--- src/rtl/pipe_pkg.sv ---
// Shared types and constants for the elastic pipeline stage register.
package pipe_pkg;

  localparam logic [31:0] NOP_INSTR = 32'h0000_0013;

  typedef logic [1:0] occ_t;

endpackage

--- src/rtl/pipe_stage_reg_if.sv ---
// Upstream/downstream valid-ready handshake bundle for pipe_stage_reg.
interface pipe_stage_reg_if #(
  parameter int DATA_W = 96
) ();

  logic              in_valid;
  logic              in_ready;
  logic [DATA_W-1:0] in_data;
  logic              out_valid;
  logic              out_ready;
  logic [DATA_W-1:0] out_data;

  modport slave (
    input  in_valid, in_data, out_ready,
    output in_ready, out_valid, out_data
  );

  modport master (
    output in_valid, in_data, out_ready,
    input  in_ready, out_valid, out_data
  );

endinterface

--- src/rtl/pipe_slot.sv ---
// One storage slot: valid flop, resettable low field (reset/clear to RST_VAL)
// and an unreset datapath remainder. Priority: clear > load > drop.
module pipe_slot
  import pipe_pkg::*;
#(
  parameter int          DATA_W  = 96,
  parameter int          RST_W   = 32,
  parameter logic [31:0] RST_VAL = NOP_INSTR
) (
  input  logic              clk,
  input  logic              reset_n,
  input  logic              load,
  input  logic              clear,
  input  logic              drop,
  input  logic [DATA_W-1:0] d,
  output logic              vld,
  output logic [DATA_W-1:0] q
);

  logic vld_p0;

  always_ff @(posedge clk or negedge reset_n) begin
    if (!reset_n)   vld_p0 <= 1'b0;
    else if (clear) vld_p0 <= 1'b0;
    else if (load)  vld_p0 <= 1'b1;
    else if (drop)  vld_p0 <= 1'b0;
  end

  assign vld = vld_p0;

  if (RST_W > 0) begin : g_fld
    localparam logic [RST_W-1:0] FLD_RST = RST_W'(RST_VAL);
    logic [RST_W-1:0] fld_p0;

    always_ff @(posedge clk or negedge reset_n) begin
      if (!reset_n)   fld_p0 <= FLD_RST;
      else if (clear) fld_p0 <= FLD_RST;
      else if (load)  fld_p0 <= d[RST_W-1:0];
    end

    assign q[RST_W-1:0] = fld_p0;
  end

  // Remainder keeps its old value across reset and flush.
  if (RST_W < DATA_W) begin : g_rem
    logic [DATA_W-1:RST_W] rem_p0;

    always_ff @(posedge clk) begin
      if (load && !clear) rem_p0 <= d[DATA_W-1:RST_W];
    end

    assign q[DATA_W-1:RST_W] = rem_p0;
  end

endmodule

--- src/rtl/pipe_stage_reg.sv ---
// Elastic pipeline stage register with flush, halt and reset-to-NOP field.
// Define PIPE_SKID_EN for a two-slot skid buffer with a registered in_ready.
module pipe_stage_reg
  import pipe_pkg::*;
#(
  parameter int          DATA_W  = 96,
  parameter int          RST_W   = 32,
  parameter logic [31:0] RST_VAL = NOP_INSTR
) (
  input  logic             clk,
  input  logic             reset_n,
  input  logic             halted,
  input  logic             flush,
  pipe_stage_reg_if.slave  bus,
  output occ_t             occupancy
);

  logic              main_vld;
  logic [DATA_W-1:0] main_q;
  logic [DATA_W-1:0] main_d;
  logic              main_load;
  logic              main_drop;
  logic              in_xfer;
  logic              out_xfer;

  assign bus.out_valid = main_vld & ~halted;
  assign bus.out_data  = main_q;
  assign in_xfer       = bus.in_valid & bus.in_ready;
  assign out_xfer      = bus.out_valid & bus.out_ready;

`ifdef PIPE_SKID_EN
  logic              skid_vld;
  logic [DATA_W-1:0] skid_q;
  logic              skid_load;
  logic              skid_drop;
  logic              skid_vld_nxt;
  logic              rdy_p0;

  // Skid slot fills only when the main slot is held; it drains into main on output.
  assign skid_load = in_xfer & main_vld & ~out_xfer;
  assign skid_drop = out_xfer & skid_vld;
  assign main_load = skid_drop | (in_xfer & (~main_vld | out_xfer));
  assign main_d    = skid_vld ? skid_q : bus.in_data;
  assign main_drop = out_xfer & ~main_load;

  always_comb begin
    skid_vld_nxt = skid_vld;
    if (flush)          skid_vld_nxt = 1'b0;
    else if (skid_load) skid_vld_nxt = 1'b1;
    else if (skid_drop) skid_vld_nxt = 1'b0;
  end

  // in_ready comes straight from a flop: ready whenever the skid slot will be free.
  always_ff @(posedge clk or negedge reset_n) begin
    if (!reset_n) rdy_p0 <= 1'b0;
    else          rdy_p0 <= ~skid_vld_nxt;
  end

  assign bus.in_ready = rdy_p0 & ~halted;
  assign occupancy    = {skid_vld, main_vld & ~skid_vld};

  pipe_slot #(
    .DATA_W  (DATA_W),
    .RST_W   (RST_W),
    .RST_VAL (RST_VAL)
  ) u_skid (
    .clk     (clk),
    .reset_n (reset_n),
    .load    (skid_load),
    .clear   (flush),
    .drop    (skid_drop),
    .d       (bus.in_data),
    .vld     (skid_vld),
    .q       (skid_q)
  );
`else
  assign bus.in_ready = reset_n & ~halted & (~main_vld | bus.out_ready);
  assign main_load    = in_xfer;
  assign main_drop    = out_xfer & ~in_xfer;
  assign main_d       = bus.in_data;
  assign occupancy    = {1'b0, main_vld};
`endif

  pipe_slot #(
    .DATA_W  (DATA_W),
    .RST_W   (RST_W),
    .RST_VAL (RST_VAL)
  ) u_main (
    .clk     (clk),
    .reset_n (reset_n),
    .load    (main_load),
    .clear   (flush),
    .drop    (main_drop),
    .d       (main_d),
    .vld     (main_vld),
    .q       (main_q)
  );

endmodule

--- src/flat_wrapper.sv ---
// flat-port wrapper written by rule: the top's interface ports become plain ports
module pipe_stage_reg_flat import pipe_pkg::*;
#(
  parameter int          DATA_W  = 96,
  parameter int          RST_W   = 32,
  parameter logic [31:0] RST_VAL = NOP_INSTR
)
  (clk, reset_n, halted, flush, occupancy, bus_in_valid, bus_in_data, bus_out_ready, bus_in_ready, bus_out_valid, bus_out_data);
  pipe_stage_reg_if #(.DATA_W(DATA_W)) bus_i ();
  input  logic clk;
  input  logic reset_n;
  input  logic halted;
  input  logic flush;
  output occ_t occupancy;
  input wire logic [$bits(bus_i.in_valid)-1:0] bus_in_valid;
  input wire logic [$bits(bus_i.in_data)-1:0] bus_in_data;
  input wire logic [$bits(bus_i.out_ready)-1:0] bus_out_ready;
  output wire logic [$bits(bus_i.in_ready)-1:0] bus_in_ready;
  output wire logic [$bits(bus_i.out_valid)-1:0] bus_out_valid;
  output wire logic [$bits(bus_i.out_data)-1:0] bus_out_data;
  assign bus_i.in_valid = bus_in_valid;
  assign bus_i.in_data = bus_in_data;
  assign bus_i.out_ready = bus_out_ready;
  assign bus_in_ready = bus_i.in_ready;
  assign bus_out_valid = bus_i.out_valid;
  assign bus_out_data = bus_i.out_data;
  pipe_stage_reg #(.DATA_W(DATA_W), .RST_W(RST_W), .RST_VAL(RST_VAL)) u_core (.clk(clk), .reset_n(reset_n), .halted(halted), .flush(flush), .bus(bus_i), .occupancy(occupancy));
endmodule
--- config.mk ---
export PLATFORM = sky130hd
export DESIGN_NAME = pipe_stage_reg_flat
export DESIGN_NICKNAME = d
export VERILOG_FILES = /design/src/rtl/pipe_pkg.sv /design/src/rtl/pipe_stage_reg_if.sv /design/src/rtl/pipe_slot.sv /design/src/rtl/pipe_stage_reg.sv /design/src/flat_wrapper.sv
export SDC_FILE = /design/constraint.sdc
export NUM_CORES = 1
export LEC_CHECK = 0
export ABC_AREA = 1
export BUFFER_PORTS_ARGS = -buffer_cell sky130_fd_sc_hd__buf_2
export CORE_MARGIN = 2
export CORE_UTILIZATION = 44
export CTS_CLUSTER_DIAMETER = 50
export CTS_CLUSTER_SIZE = 16
export DETAILED_ROUTE_END_ITERATION = 8
export PLACE_DENSITY = 0.83
export SETUP_SLACK_MARGIN = 0.05
export SLEW_MARGIN = 25
export SYNTH_ARGS = -nofsm -noshare
export SYNTH_HDL_FRONTEND = slang
export SYNTH_SLANG_ARGS = --single-unit
--- constraint.sdc ---
create_clock -name clk -period 5.5 [get_ports clk]
set_input_delay 0.55 -clock clk [delete_from_list [all_inputs] [get_ports clk]]
set_output_delay 0.55 -clock clk [all_outputs]
set_load 0.02 [all_outputs]
==> flow_summary_export.csv <==
group,metric,value,unit
yosys,synth-main-ff-cell,"edfxtp_1",
yosys,synth_nets,385,
timing,max_freq,0.355,GHz
setup_path,cp_max_fo,35,
setup_path,r2r_cells,4,
setup_path,cp.required,5530,ps
yosys,synthTopCellsByCount,"65 x nand2_1, 64 x edfxtp_1, 32 x inv_1, 32 x nand3_1, 31 x nor2_1",
timing,period_minus_slack,2820,ps
yosys,synthAdderAreaFrac,0,
placed_design,place_inst,572,
clock_network,cts.sinks,97,
power,power.leakage,2.46,nW
floorplan,die-width,94.1,µm
setup_path,arrival,2850,ps
timing,setup_viol,0,
routing,routed_wl,8.62,mm
routing,wl_per_cell,14.7,µm
yosys,synth_xor_xnor_area_share,0,
layout,area_growth,35.4,%
timing,max_slew_margin,0.504,
yosys,synth.most_common_cell,"nand2_1",
setup_path,crit_path_start_kind,"primary input",
layout,multi_input_area,607,µm²
clock_network,clkTransAtPathRegs,90,ps
floorplan,die-area,8860,µm²
floorplan,initial_core_util,0.458,
grt,grt_pass1_wl,12.4,mm
setup_path,rrSetupSlack,3230,ps
timing,worst_pin_slew,744,ps
routing,dr.pass1.iters,4,
yosys,synth_compound_area_frac,0.00280,
routing,drtIter0Drc,114,
floorplan,die_h,94.1,µm
clock_network,insertion_delay,340,ps
yosys,synth_mux_area_frac,0,
floorplan,pin_count,202,
grt,antenna_found_initial,0,
floorplan,num_rows,32,
yosys,ys_ff_latch,97,
layout,seq_area,2750,µm²
timing,setup_ws,2680,ps
timing,fin_skew,5.38,ps
routing,drc,0,
setup_path,regToRegEndpoint,"u_core.u_main.g_rem.rem_p0[50]$_DFFE_PP_",
hold_path,hold_path.class,"in -> async",
yosys,synth_area_leaders,"edfxtp_1 54%, dfrtp_1 21%, nand2_1 6.8%",
clock_network,cts_setup_buffers,0,
setup_path,path_class,"in -> reg",
clock_network,cts_resized,0,
routing,vias,2701,
timing,hold_viol,0,
yosys,yosys.area_share.simple,0.164,
setup_path,crit_path_end,"u_core.u_main.g_rem.rem_p0[50]$_DFFE_PP_",
routing,vias_per_cell,4.59,
grt,grt_use_total,0.185,
grt,grt_pass1_vias,2492,
layout,n_antenna_cell,0,
yosys,syn-instance-count,283,
placed_design,placement.io_buffers,200,
routing,postRouteAntennaNets,0,
yosys,synth_area,3570,µm²
yosys,synth_top_cell_area_share,0.538,
status,status,"finished, final reports clean",
yosys,yosys.area.top_type,"edfxtp_1",
yosys,avgSynthCellArea,12.6,µm²
yosys,synth_top_family_by_area,"simple AND/OR/NAND/NOR gates",
layout,final_cells,588,
clock_network,ctsHtreeMaxLevel,3,
grt,grt-ovfl-total,0,
clock_network,cts-root-buf,"clkbuf_8",
yosys,synth_cell_type_count,20,
timing,slew_violations,0,
timing,period_share,0.513,
yosys,synth_edf_count,64,
yosys,synth_warnings,0,
power,powerDensity,293,nW/µm²
clock_network,cts_tree,"yes",
power,ir_worst_vdd,0.197,mV
placed_design,place.gp.congestion,0.698,
layout,final_layout_size_suffix_gt1_frac,0.471,
yosys,async_reset_ff_frac,0.340,
clock_network,cts_made_buffers,9,
grt,grt_max_degree,36,
yosys,ys_seq_area_frac,0.770,
floorplan,core-area,7810,µm²
clock_network,postCtsHoldBufs,0,
layout,n_fill_cell,668,
setup_path,crit_path_start,"reset_n",
layout,finalCoreUtilization,0.620,
setup_path,setup.worst_path.end_class,"flip-flop",
clock_network,clockBufferDepth,2,
placed_design,dpl_worst_slack,2260,ps
placed_design,dp_hpwl,6.41,mm
layout,finalNetCount,583,
timing,rsz0062_at_grt,"no",
run,cap_violations,0,
setup_path,regToRegStartpoint,"u_core.u_main.vld$_DFFE_PN0P_",
power,total_power,0.00142,W
timing,setup_tns,0,ps
==> power by group <==
group | switching [W] | internal, W | leakage, nW
registers | 0.0000141 | 0.000811 | 1.00
clock network | 0.000253 | 0.000174 | 0.0980
logic | 0.000104 | 0.0000623 | 1.36
total | 0.000370 | 0.00105 | 2.46
==> layout by cell type (no fill, tap or decap), drive strengths merged <==
master | netlist | final
nand2 | 66 | 66
edfxtp | 64 | 64
a21oi | 1 | 1
and2 | 1 | 1
dfstp | 3 | 3
clkbuf | 1 | 9
o21ai | 1 | 1
inv | 33 | 34
nor2 | 32 | 32
conb | 1 | 1
buf | 14 | 202
dfrtp | 30 | 30
clkinv | 0 | 6
nand3 | 33 | 33
or2 | 3 | 3
==> per-stage QoR <==
step	hold slack (ps)	area, µm²
6_report	256	4840
5_1_grt	298	4840
4_1_cts	268	4840
3_5_place_dp	489	4650
3_3_place_gp	477	4620
2_1_floorplan	254	3570
==> kinds of logic after synthesis <==
| group | count (synthesis) |
|---|---|
| buffers and inverters | 48 |
| other | 1 |
| AO/OA/AOI/OAI | 2 |
| flip-flops | 97 |
| AND/OR/NAND/NOR | 135 |
==> per-layer routing <==
metal	part of all wire	GRT usage	vias up
met1	0.41	0.244	1245
met5	0	0	-
met3	0.096	0.0498	5
met4	0.0059	0.0543	0
li1	-	-	1307
met2	0.49	0.302	144
==> worst min-delay path by stage <==
stage          cells after the start                                      start                                    endpoint  slack [ps]
2_1_floorplan                      0                                    reset_n  u_core.u_main.g_fld.fld_p0[10]$_DFFE_PN0P_         250
3_3_place_gp                       2  u_core.u_main.g_fld.fld_p0[1]$_DFFE_PN1P_   u_core.u_main.g_fld.fld_p0[1]$_DFFE_PN1P_         480
3_5_place_dp                       2  u_core.u_main.g_fld.fld_p0[0]$_DFFE_PN1P_   u_core.u_main.g_fld.fld_p0[0]$_DFFE_PN1P_         490
4_1_cts                            1                                    reset_n   u_core.u_main.g_fld.fld_p0[9]$_DFFE_PN0P_         270
5_1_grt                            1                                    reset_n  u_core.u_main.g_fld.fld_p0[31]$_DFFE_PN0P_         300
6_report                           1                                    reset_n  u_core.u_main.g_fld.fld_p0[31]$_DFFE_PN0P_         260
==> worst max-delay path, stage by stage <==
cell     delay, ps
buf_2          570
inv_1          170
nor2_4         150
nand3_4        350
nor2_4         640
buf_4          400
==> sequential cells by signal (all words and copies together) (netlist names) <==
name,count
u_core.u_main.g_rem.rem_p0,64
u_core.u_main.g_fld.fld_p0,32
u_core.u_main.vld,1
==> final cells by class <==
class / count / area share
Clock buffer: 9 / 0.0256
Clock inverter: 7 / 0.0140
Inverter: 33 / 0.0256
Multi-Input combinational cell: 138 / 0.125
Sequential cell: 97 / 0.569
Tap cell: 102 / 0.0264
Timing Repair Buffer: 202 / 0.214
Power figures use the tool's default switching activity.
